$ cat config.mk
export PLATFORM = sky130hd
export DESIGN_NAME = seg7_serial_rx
export DESIGN_NICKNAME = d
export VERILOG_FILES = /design/src/rtl/seg7_serial_rx.sv
export SDC_FILE = /design/constraint.sdc
export NUM_CORES = 1
export LEC_CHECK = 0
export ABC_CLOCK_PERIOD_IN_PS = 1860
export CAP_MARGIN = 15
export CORE_MARGIN = 3
export CORE_UTILIZATION = 40
export DETAILED_ROUTE_END_ITERATION = 8
export PLACE_DENSITY = 0.75
export SYNTH_ARGS = -nofsm -noshare
export SYNTH_HDL_FRONTEND = slang
export SYNTH_SLANG_ARGS = --single-unit
$ cat constraint.sdc
create_clock -name clk -period 1.86 [get_ports clk]
set_input_delay 0.465 -clock clk [delete_from_list [all_inputs] [get_ports clk]]
set_output_delay 0.465 -clock clk [all_outputs]
set_load 0.005 [all_outputs]
$ cat src/rtl/seg7_serial_rx.sv
// seg7_serial_rx: oversampling receiver and deserializer for the serial 7-segment display link.
// Define SEG7_RX_HEXDEC_EN to build the segment-to-hex decoder; without it hex and digit_ok read 0.
module seg7_serial_rx #(
  parameter int DIGITS      = 8,
  parameter int SYNC_STAGES = 2
) (
  input  logic                  clk,
  input  logic                  rst,
  input  logic                  seg_clk,
  input  logic                  seg_sout,
  input  logic                  seg_pen,
  input  logic                  seg_clrn,
  output logic [8*DIGITS-1:0]   frame,
  output logic                  frame_valid,
  output logic                  frame_err,
  output logic [4*DIGITS-1:0]   hex,
  output logic [DIGITS-1:0]     digit_ok,
  output logic [6:0]            bit_cnt
);

  localparam int         FRAME_BITS = 8 * DIGITS;
  localparam logic [6:0] FRAME_CNT  = 7'(FRAME_BITS);
  localparam logic [3:0] LINK_RST   = 4'b1000;
  localparam int         I_SCLK     = 0;
  localparam int         I_SOUT     = 1;
  localparam int         I_PEN      = 2;
  localparam int         I_CLRN     = 3;

  typedef enum logic [1:0] {
    S_IDLE,
    S_SHIFT,
    S_FULL,
    S_OVER
  } state_t;

  logic [SYNC_STAGES-1:0][3:0] sync_q, sync_d;
  logic [3:0]                  hist_q, hist_d;
  logic                        sclk_rise_q, sclk_rise_d;
  logic                        pen_rise_q, pen_rise_d;
  logic                        clr_active;
  logic                        sout_s;

  state_t                      state_q, state_d;
  logic [FRAME_BITS-1:0]       shreg_q, shreg_d;
  logic [FRAME_BITS-1:0]       frame_q, frame_d;
  logic                        frame_valid_q, frame_valid_d;
  logic                        frame_err_q, frame_err_d;
  logic [6:0]                  bit_cnt_q, bit_cnt_d;

  // Synchronizer -> history -> registered edge events. Rises are registered and clear is
  // taken from the history flop so every event lands SYNC_STAGES+1 cycles after sampling.
  always_comb begin
    sync_d[0] = {seg_clrn, seg_pen, seg_sout, seg_clk};
    for (int i = 1; i < SYNC_STAGES; i++) begin
      sync_d[i] = sync_q[i-1];
    end
    hist_d      = sync_q[SYNC_STAGES-1];
    sclk_rise_d = sync_q[SYNC_STAGES-1][I_SCLK] & ~hist_q[I_SCLK];
    pen_rise_d  = sync_q[SYNC_STAGES-1][I_PEN]  & ~hist_q[I_PEN];
  end

  assign clr_active = ~hist_q[I_CLRN];
  assign sout_s     = hist_q[I_SOUT];

  always_comb begin
    state_d       = state_q;
    shreg_d       = shreg_q;
    bit_cnt_d     = bit_cnt_q;
    frame_d       = frame_q;
    frame_valid_d = 1'b0;
    frame_err_d   = frame_err_q;
    if (clr_active) begin
      shreg_d   = '0;
      bit_cnt_d = '0;
      state_d   = S_IDLE;
    end else if (pen_rise_q) begin
      // A shift arriving in the same cycle as the latch is dropped.
      if (state_q == S_FULL) begin
        frame_d       = shreg_q;
        frame_valid_d = 1'b1;
      end else begin
        frame_err_d = 1'b1;
      end
      bit_cnt_d = '0;
      state_d   = S_IDLE;
    end else if (sclk_rise_q) begin
      shreg_d   = {shreg_q[FRAME_BITS-2:0], sout_s};
      bit_cnt_d = (bit_cnt_q == 7'h7F) ? bit_cnt_q : bit_cnt_q + 7'd1;
      case (state_q)
        S_IDLE, S_SHIFT: state_d = (bit_cnt_q + 7'd1 == FRAME_CNT) ? S_FULL : S_SHIFT;
        default:         state_d = S_OVER;
      endcase
    end
  end

  always_ff @(posedge clk) begin
    if (rst) begin
      sync_q        <= {SYNC_STAGES{LINK_RST}};
      hist_q        <= LINK_RST;
      sclk_rise_q   <= 1'b0;
      pen_rise_q    <= 1'b0;
      state_q       <= S_IDLE;
      bit_cnt_q     <= '0;
      frame_q       <= '1;
      frame_valid_q <= 1'b0;
      frame_err_q   <= 1'b0;
    end else begin
      sync_q        <= sync_d;
      hist_q        <= hist_d;
      sclk_rise_q   <= sclk_rise_d;
      pen_rise_q    <= pen_rise_d;
      state_q       <= state_d;
      bit_cnt_q     <= bit_cnt_d;
      frame_q       <= frame_d;
      frame_valid_q <= frame_valid_d;
      frame_err_q   <= frame_err_d;
    end
  end

  // Partial frames are invalidated by bit_cnt, so the shift register itself needs no reset.
  always_ff @(posedge clk) begin
    shreg_q <= shreg_d;
  end

  assign frame       = frame_q;
  assign frame_valid = frame_valid_q;
  assign frame_err   = frame_err_q;
  assign bit_cnt     = bit_cnt_q;

`ifdef SEG7_RX_HEXDEC_EN
  logic [4*DIGITS-1:0] hex_q, hex_d;
  logic [DIGITS-1:0]   digit_ok_q, digit_ok_d;

  // Returns {match, nibble}; the dp bit never reaches this table.
  function automatic logic [4:0] seg_decode(input logic [6:0] seg);
    logic [4:0] r;
    case (seg)
      7'h40:   r = 5'h10;
      7'h79:   r = 5'h11;
      7'h24:   r = 5'h12;
      7'h30:   r = 5'h13;
      7'h19:   r = 5'h14;
      7'h12:   r = 5'h15;
      7'h02:   r = 5'h16;
      7'h78:   r = 5'h17;
      7'h00:   r = 5'h18;
      7'h10:   r = 5'h19;
      7'h08:   r = 5'h1A;
      7'h03:   r = 5'h1B;
      7'h46:   r = 5'h1C;
      7'h21:   r = 5'h1D;
      7'h06:   r = 5'h1E;
      7'h0E:   r = 5'h1F;
      default: r = 5'h00;
    endcase
    return r;
  endfunction

  always_comb begin
    logic [4:0] dec;
    dec        = '0;
    hex_d      = '0;
    digit_ok_d = '0;
    for (int d = 0; d < DIGITS; d++) begin
      dec              = seg_decode(frame_d[8*d +: 7]);
      hex_d[4*d +: 4]  = dec[3:0];
      digit_ok_d[d]    = dec[4];
    end
  end

  always_ff @(posedge clk) begin
    if (rst) begin
      hex_q      <= '0;
      digit_ok_q <= '0;
    end else begin
      hex_q      <= hex_d;
      digit_ok_q <= digit_ok_d;
    end
  end

  assign hex      = hex_q;
  assign digit_ok = digit_ok_q;
`else
  assign hex      = '0;
  assign digit_ok = '0;
`endif

endmodule

==> flow_summary_export.csv, run 1 <==
group,metric,value,unit
status,outcome,"complete, no violations",
grt,first_global_vias,4180,
floorplan,core,0.01420,mm²
setup_path,critPathArrivalTime,1340,ps
synthesis,synth-async-reset-ratio,0,%
clocking,post_cts_buffers,0,
sta,fmax,553.6,MHz
clocking,cts_tree,"yes",
synthesis,syn_area,0.005952,mm²
placed_design,portBuffers,78,
placed_design,post-dp-hpwl,7.166,mm
sta,period_share,97.12,%
detailed_routing,routedWlPerCell,12.53,µm
cells_and_area,antennaDiodeCount,0,
floorplan,num_rows,43,
detailed_routing,viasPerCell,4.719,
synthesis,seq_area_frac_synth,51.46,%
cells_and_area,area_growth,23.02,%
detailed_routing,drt_pass1_iterations,5,
synthesis,synth_edf_count,0,
detailed_routing,ant_nets,0,
synthesis,synthFlopType,"dfxtp_1",
setup_path,crit_path_top_delay_cell,"clkdlybuf4s50_1",
clocking,clk_path_buf_depth,2,
detailed_routing,totalWireLength,11.84,mm
flow_run,cap_violations,0,
grt,grt_max_degree,51,
synthesis,yosys.area.top_type_share,51.46,%
grt,globalRouteOverflowTotal,0,
sta,final.setup_skew,7.270,ps
floorplan,start_util,41.90,%
floorplan,io_pins,119,
cells_and_area,final_common_cell,"nand2_1",
sta,fin_crit,1806,ps
setup_path,critical_path_class,"reg -> out",
grt,antenna_found_initial,0,
grt,grt_pass1_wl,20.09,mm
power_and_ir_drop,total_power,6.963,mW
clocking,numCtsBuffers,17,
sta,timing.setup.tns,0,ps
synthesis,yosysTopAreaCell,"dfxtp_1",
synthesis,synth_area_leaders,"dfxtp_1, nand2_1, nand3b_1, a21boi_0, buf_4",
placed_design,gp_congestion,0.7266,
setup_path,cp_cell_sequence,"clkdlybuf4s50_1",
floorplan,die_y,128.0,µm
setup_path,worst_setup_path_end_kind,"output port",
hold_path,min-delay-path-class,"in -> reg",
setup_path,cp-start-kind,"flip-flop",
sta,hold_viol,0,
power_and_ir_drop,power_leakage,3.045,nW
placed_design,placed_area,0.006706,mm²
detailed_routing,vias,4459,
setup_path,cpPeakStageDelay,520,ps
cells_and_area,drive_gt1_share,7.974,%
power_and_ir_drop,p_per_area,951.0,mW/mm²
sta,rsz0062_at_grt,"no",
synthesis,syn_inst,689,
setup_path,crit_cells,1,
floorplan,die_area,0.01638,mm²
synthesis,synth_cell_types,38,
cells_and_area,finalInstanceArea,0.007322,mm²
cells_and_area,utilization,51.55,%
setup_path,critPathBufInv,1,
power_and_ir_drop,irDropWorstVdd,0.0005471,V
synthesis,avgSynthCellArea,8.639,µm²
clocking,insertion_delay,420,ps
setup_path,reg2reg_depth,5,
setup_path,crit_required,1390,ps
clocking,path_clk_slew,60,ps
floorplan,dieWidth,128.0,µm
setup_path,cp_max_fo,8,
clocking,cts_sinks,153,
cells_and_area,nNetsFinal,759,
hold_path,hold_depth,2,
clocking,htree_levels,4,
sta,slew_viol_final,0,
detailed_routing,drtIter0Drc,325,
setup_path,critPathTopFamily,"buffers and inverters",
grt,track_usage,15.08,%
sta,whs,346.5,ps
synthesis,synth-seq-cells,153,
detailed_routing,drcViolationCount,0,
cells_and_area,final_cell_mix,"nand2_1, dfxtp_1, clkdlybuf4s50_1",
sta,setup_viol,0,
clocking,root_buffer,"clkbuf_16",
synthesis,yosysWarnings,0,
cell usage after synthesis, types with 2 or more instances:
cell type    n
a21oi_1      2
mux2i_1      2
a21boi_0    46
buf_4       42
a21boi_1    18
buf_2       24
clkbuf_1    16
a31oi_1      2
or2_2        3
nand2b_1     3
nor2_1       7
dfxtp_1    153
nand2_1    259
buf_6        5
a41oi_1      3
xor2_1       3
and3_1       2
nand3_1      3
nor3_1       3
nand3b_1    64
nor2b_1     12
layer usage:
layer,vias to the layer above,GRT usage [%],part of all wire [%],wire [µm]
met1,2096,19.78,48,5628
li1,2264,-,-,-
met4,0,5.056,1.1,131
met5,-,0,0,0
met2,87,23.20,46,5500
met3,12,5.333,4.9,585
report_power, final:
| group | total [mW] | internal (mW) | switching [mW] |
|---|---|---|---|
| Combinational | 0.148 | 0.0609 | 0.0873 |
| Clock | 3.52 | 2.17 | 1.35 |
| Sequential | 3.30 | 3.29 | 0.00661 |
| Total | 6.96 | 5.52 | 1.44 |
state kept, by name, indices dropped and copies added (netlist names):
name and count:
pen_rise_q 1, hist_q 4, bit_cnt 7, shreg_q 64, sync_d 4, frame_err 1, state_q 2, sclk_rise_q 1
hist_d 4, frame_valid 1, frame 64
final timing paths:
check	startpoint	to	slack [ps]
max	bit_cnt[5]	bit_cnt[5]	50
min	rst	frame_err	350
max reg2reg	pen_rise_q	frame[54]	320
min reg2reg	hist_q[0]	sclk_rise_q	380
cell type report:
class                           instances  area (µm²)
Multi-Input combinational cell        488        2499
Sequential cell                       153        3074
Tap cell                              180       225.2
Fill cell                            1326        6882
Clock inverter                         12       148.9
Timing Repair Buffer                   92       918.4
Clock buffer                           20       456.7
what timing repair did:
action / in CTS / in global routing
cloned: 0 / 0
gates resized for setup: 5 / 2
hold buffers: 0 / 0
pin swaps: 0 / 0
setup endpoints to repair: 5 / 2
cell families (layout without fill, tap and decap cells):
group	count (synthesis)	in the layout	synth area share, %
flops	153	153	51.46
buf+inv	87	124	9.271
other cells	1	40	0.06300
compound gates	77	77	9.607
fa+ha+maj	1	1	0.2102
simple gates	364	364	28.46
xor+xnor	4	4	0.5887
mux	2	2	0.3364
per-stage QoR:
stage                     std cells  setup WS, ps
final                           945         53.53
after CTS                       945         12.26
after global routing            945        0.2708
after detailed placement        913         301.1
after floorplan                 728         498.0
after global placement          913         340.7
Note: power is estimated with default switching activity, not from simulation.
==> run 2, diff against run 1 <==
Settings changed: CORE_MARGIN 3 to not set.
==> flow_summary_export.csv, run 2 (synthesis gave the netlist of run 1 again) <==
group,metric,value,unit
clocking,path_clk_slew,60,ps
detailed_routing,drcViolationCount,0,
setup_path,rr_startpoint,"pen_rise_q",
clocking,insertion_delay,410,ps
setup_path,cp_max_fo,8,
detailed_routing,routedWlPerCell,11.87,µm
setup_path,critical_path_class,"reg -> out",
grt,antenna_found_initial,0,
sta,period_share,96.27,%
setup_path,cp_cell_sequence,"clkdlybuf4s50_1",
sta,hold_viol,0,
clocking,post_cts_buffers,0,
clocking,htree_levels,4,
power_and_ir_drop,p_switching,1.336,mW
sta,fmax,558.4,MHz
hold_path,min-delay-start,"hist_q[0]",
detailed_routing,drt_pass1_iterations,4,
clocking,cts_sinks,153,
setup_path,critPathArrivalTime,1330,ps
clocking,cts_tree,"yes",
cells_and_area,final_common_cell,"nand2_1",
clocking,numCtsBuffers,17,
floorplan,die_y,124.0,µm
sta,whs,386.0,ps
sta,slew_viol_final,0,
floorplan,num_rows,44,
placed_design,placed_area,0.006694,mm²
hold_path,min-delay-path-class,"reg -> reg",
cells_and_area,antennaDiodeCount,0,
sta,timing.setup.tns,0,ps
cells_and_area,nNetsFinal,755,
grt,track_usage,15.78,%
sta,setup_viol,0,
floorplan,core,0.01453,mm²
status,outcome,"complete, no violations",
power_and_ir_drop,irDropWorstVdd,0.0007913,V
power_and_ir_drop,p_per_area,943.0,mW/mm²
sta,fin_crit,1791,ps
hold_path,hold_depth,1,
grt,grt_pass1_wl,18.77,mm
setup_path,worst_setup_path_end_kind,"output port",
cells_and_area,area_growth,22.56,%
setup_path,cpPeakStageDelay,520,ps
clocking,root_buffer,"clkbuf_16",
placed_design,post-dp-hpwl,6.616,mm
setup_path,crit_path_top_delay_cell,"clkdlybuf4s50_1",
sta,tightest_slew,554.2,ps
detailed_routing,viasPerCell,4.606,
hold_path,hold_end,"sclk_rise_q",
power_and_ir_drop,clkPwrFrac,49.9,%
sta,fin_ws,69.32,ps
placed_design,gp_congestion,0.7896,
setup_path,critPathTopFamily,"buffers and inverters",
setup_path,cp-start-kind,"flip-flop",
setup_path,critPathBufInv,1,
detailed_routing,vias,4339,
setup_path,reg2reg_depth,5,
detailed_routing,ant_nets,0,
floorplan,io_pins,119,
placed_design,portBuffers,78,
flow_run,cap_violations,0,
power_and_ir_drop,comb_power_share,2.1,%
detailed_routing,totalWireLength,11.18,mm
grt,first_global_vias,4034,
power_and_ir_drop,power_leakage,3.037,nW
power_and_ir_drop,power.share.sequential,48.0,%
grt,grt_max_degree,80,
grt,globalRouteOverflowTotal,0,
floorplan,start_util,40.95,%
clocking,clk_path_buf_depth,2,
floorplan,die_area,0.01537,mm²
setup_path,r2r-end,"frame[14]",
floorplan,dieWidth,124.0,µm
detailed_routing,drtIter0Drc,289,
cells_and_area,drive_gt1_share,6.992,%
clocking,cts_hold_buffers,0,
power_and_ir_drop,switching_share,19.43,%
power_and_ir_drop,power.internal,5.542,mW
placed_design,pre_cts_ws,264.0,ps
sta,final.setup_skew,5.632,ps
setup_path,crit_required,1390,ps
cells_and_area,final_cell_mix,"nand2_1, dfxtp_1, clkdlybuf4s50_1",
cells_and_area,finalInstanceArea,0.007295,mm²
cells_and_area,fillerInstances,1377,
sta,slew_headroom,63.05,%
clocking,cts_resized,3,
setup_path,rrSetupSlack,260,ps
cells_and_area,utilization,50.19,%
sta,rsz0062_at_grt,"no",
run 2: how the worst max path moves through the flow:
| stage | start | endpoint | slack, ps | cells past startpoint |
|---|---|---|---|---|
| finish | bit_cnt[5] | bit_cnt[5] | 70 | 1 |
| global route | bit_cnt[5] | bit_cnt[5] | 4 | 1 |
| CTS | bit_cnt[0] | bit_cnt[0] | 6 | 1 |
| detailed placement | pen_rise_q | frame[14] | 260 | 5 |
| global placement | rst | state_q[1] | 330 | 4 |
| floorplan | bit_cnt[0] | bit_cnt[1] | 500 | 5 |
run 2: power groups by stage:
stage,Sequential (mW),Clock (mW),Combinational [mW]
floorplan,3.37,0,0.168
global placement,3.37,0,0.145
detailed placement,3.37,0,0.145
CTS,3.30,3.52,0.145
global route,3.30,3.65,0.164
finish,3.30,3.44,0.144
run 2: metal layers:
metal | track usage [%] | up-vias | share of wire, %
li1 | - | 2252 | -
met1 | 18.24 | 2007 | 46
met2 | 27.19 | 70 | 48
met3 | 4.762 | 10 | 4.0
met4 | 6.250 | 0 | 1.2
met5 | 0 | - | 0
run 2: metrics by stage:
stage | std cells | power (mW)
after floorplan | 728 | 3.538
after global placement | 913 | 3.516
after detailed placement | 913 | 3.517
after CTS | 942 | 6.965
after global routing | 942 | 7.110
final | 942 | 6.879
run 2: cell type report:
cell class / count / area [µm²] / area share, %
Sequential cell: 153 / 3070 / 42.09
Clock buffer: 21 / 470.5 / 6.449
Tap cell: 184 / 230.2 / 3.156
Timing Repair Buffer: 88 / 903.4 / 12.38
Multi-Input combinational cell: 488 / 2499 / 34.25
Clock inverter: 8 / 121.4 / 1.664
==> run 3, diff against run 2 <==
Settings changed: ABC_AREA set to 1, RECOVER_POWER set to 25.
==> flow_summary_export.csv, run 3 <==
group,metric,value,unit
grt,globalRouteOverflowTotal,0,
detailed_routing,drt_pass1_iterations,4,
sta,final.setup_skew,6.637,ps
cells_and_area,antennaDiodeCount,0,
setup_path,startpoint,"bit_cnt[5]",
setup_path,critPathTopFamily,"buffers and inverters",
hold_path,min-delay-start,"hist_q[0]",
grt,antenna_found_initial,0,
floorplan,die_area,0.01510,mm²
grt,grt.met1_usage,20.41,%
synthesis,seq_area_frac_synth,52.39,%
setup_path,cp-start-kind,"flip-flop",
synthesis,synthTopCellsByCount,"dfxtp_1, nor2_1, nand3_1",
sta,hold_viol,0,
grt,grt_pass1_wl,19.08,mm
placed_design,post-dp-hpwl,7.219,mm
detailed_routing,routedWlPerCell,11.90,µm
clocking,insertion_delay,410,ps
synthesis,synthFlopType,"dfxtp_1",
power_and_ir_drop,irDropWorstVdd,0.0006025,V
flow_run,cap_violations,0,
clocking,path_clk_slew,60,ps
cells_and_area,nNetsFinal,779,
synthesis,syn_area,0.005847,mm²
synthesis,yosysMostFrequentCell,"dfxtp_1",
floorplan,dieWidth,122.9,µm
floorplan,start_util,41.48,%
grt,use_met3,4.751,%
cells_and_area,finalInstanceArea,0.007051,mm²
cells_and_area,fillerInstances,1353,
cells_and_area,final_cell_mix,"dfxtp_1, nor2_1, nand3_1",
grt,grt-busiest-layer,"met2",
sta,slew_viol_final,0,
detailed_routing,drtIter0Drc,326,
floorplan,io_pins,119,
power_and_ir_drop,power_leakage,3.261,nW
setup_path,worst_setup_path_end_kind,"output port",
detailed_routing,vias,4498,
synthesis,synth_cell_types,30,
grt,track_usage,16.20,%
detailed_routing,drcViolationCount,0,
setup_path,cp_max_fo,7,
sta,whs,389.7,ps
sta,rsz0062_at_grt,"no",
status,outcome,"complete, no violations",
sta,fin_ws,70.95,ps
clocking,clk_path_buf_depth,2,
sta,fin_crit,1789,ps
setup_path,crit_required,1390,ps
setup_path,critPathArrivalTime,1320,ps
setup_path,rr_startpoint,"state_q[1]",
sta,tightest_slew,887.8,ps
placed_design,pre_cts_ws,209.3,ps
synthesis,avgSynthCellArea,8.247,µm²
cells_and_area,multi_input_area,0.002141,mm²
synthesis,synth_area_leaders,"dfxtp_1, nand3_1, nor2_1, nand2_1, buf_4",
sta,period_share,96.19,%
detailed_routing,totalWireLength,11.44,mm
floorplan,core,0.01410,mm²
cells_and_area,layout.area.seq,0.003070,mm²
setup_path,critical_path_class,"reg -> out",
synthesis,synth-seq-cells,153,
detailed_routing,ant_nets,0,
clocking,cts_tree,"yes",
synthesis,synth-async-reset-ratio,0,%
sta,timing.setup.tns,0,ps
grt,grtUsageMet2,26.09,%
cells_and_area,area_growth,20.59,%
synthesis,yosysWarnings,0,
grt,grt_max_degree,47,
clocking,cts_sinks,153,
grt,first_global_vias,4096,
sta,fmax,559.0,MHz
cells_and_area,drive_gt1_share,8.067,%
power_and_ir_drop,p_per_area,1077,mW/mm²
placed_design,gp_congestion,0.8108,
setup_path,cpPeakStageDelay,520,ps
floorplan,num_rows,43,
placed_design,placed_area,0.006520,mm²
synthesis,syn_inst,709,
clocking,numCtsBuffers,17,
setup_path,cp_cell_sequence,"clkdlybuf4s50_1",
synthesis,yosysTopAreaCell,"dfxtp_1",
sta,slew_headroom,40.82,%
sta,setup_viol,0,
clocking,htree_levels,4,
synthesis,synth_edf_count,0,
hold_path,min-delay-path-class,"reg -> reg",
cells_and_area,final_common_cell,"dfxtp_1",
detailed_routing,viasPerCell,4.681,
floorplan,die_y,122.9,µm
clocking,root_buffer,"clkbuf_16",
setup_path,crit_path_top_delay_cell,"clkdlybuf4s50_1",
synthesis,yosys.area.top_type_share,52.39,%
setup_path,critPathBufInv,1,
placed_design,portBuffers,78,
run 3: cell count changes in the layout (fill, tap and decap cells not counted), moves of 42 or more:
cell / change
nand2_1: -174
nand3_1: +90
a21boi_0: -46
nand3b_1: -63
nor2_1: +107
o21ai_0: +52
inv_1: +42
run 3: power breakdown:
group	switching [mW]	internal, mW
sequential	0.207	3.62
clock	1.25	2.01
combinational	0.312	0.200
run 3: area by class of cell:
class	instances	share of cell area [%]
inverters	46	2.449
repair buffers	92	12.56
clock inverters	8	1.402
well taps	180	3.194
clock buffers	20	6.477
multi-input cells	462	30.36
flip-flops and latches	153	43.55
run 3: metal layers:
metal / vias up / wire, µm
met4: 0 / 123
met1: 2035 / 5431
li1: 2353 / -
met2: 103 / 5408
met5: - / 0
met3: 7 / 476
run 3: kinds of logic after synthesis:
group / synth area share (%)
adder cells (fa/ha/maj): 0.2140
buffers and inverters: 13.18
AND/OR/NAND/NOR: 22.32
other: 0.06414
AO/OA/AOI/OAI: 11.68
XOR/XNOR: 0.1498
flip-flops: 52.39
run 3: worst paths after layout:
| kind | to | slack (ps) | depth (start not counted) |
|---|---|---|---|
| worst max register to register | frame[51] | 170 | 5 |
| worst min-delay path | sclk_rise_q | 390 | 1 |
| worst max-delay path | bit_cnt[5] | 70 | 1 |
| worst min register to register | sclk_rise_q | 390 | 1 |
run 3: repair_timing:
action	CTS	global route
buffers inserted	0	0
hold buffers	0	0
gates resized for setup	2	3
setup endpoints to repair	2	3
run 3: metrics by stage:
step,utilization [%],power (mW),instances
floorplan,-,4.321,748
global placement,46.25,4.375,933
detailed placement,46.25,4.401,933
CTS,50.21,7.678,961
global route,50.02,7.946,961
finish,50.02,7.595,961
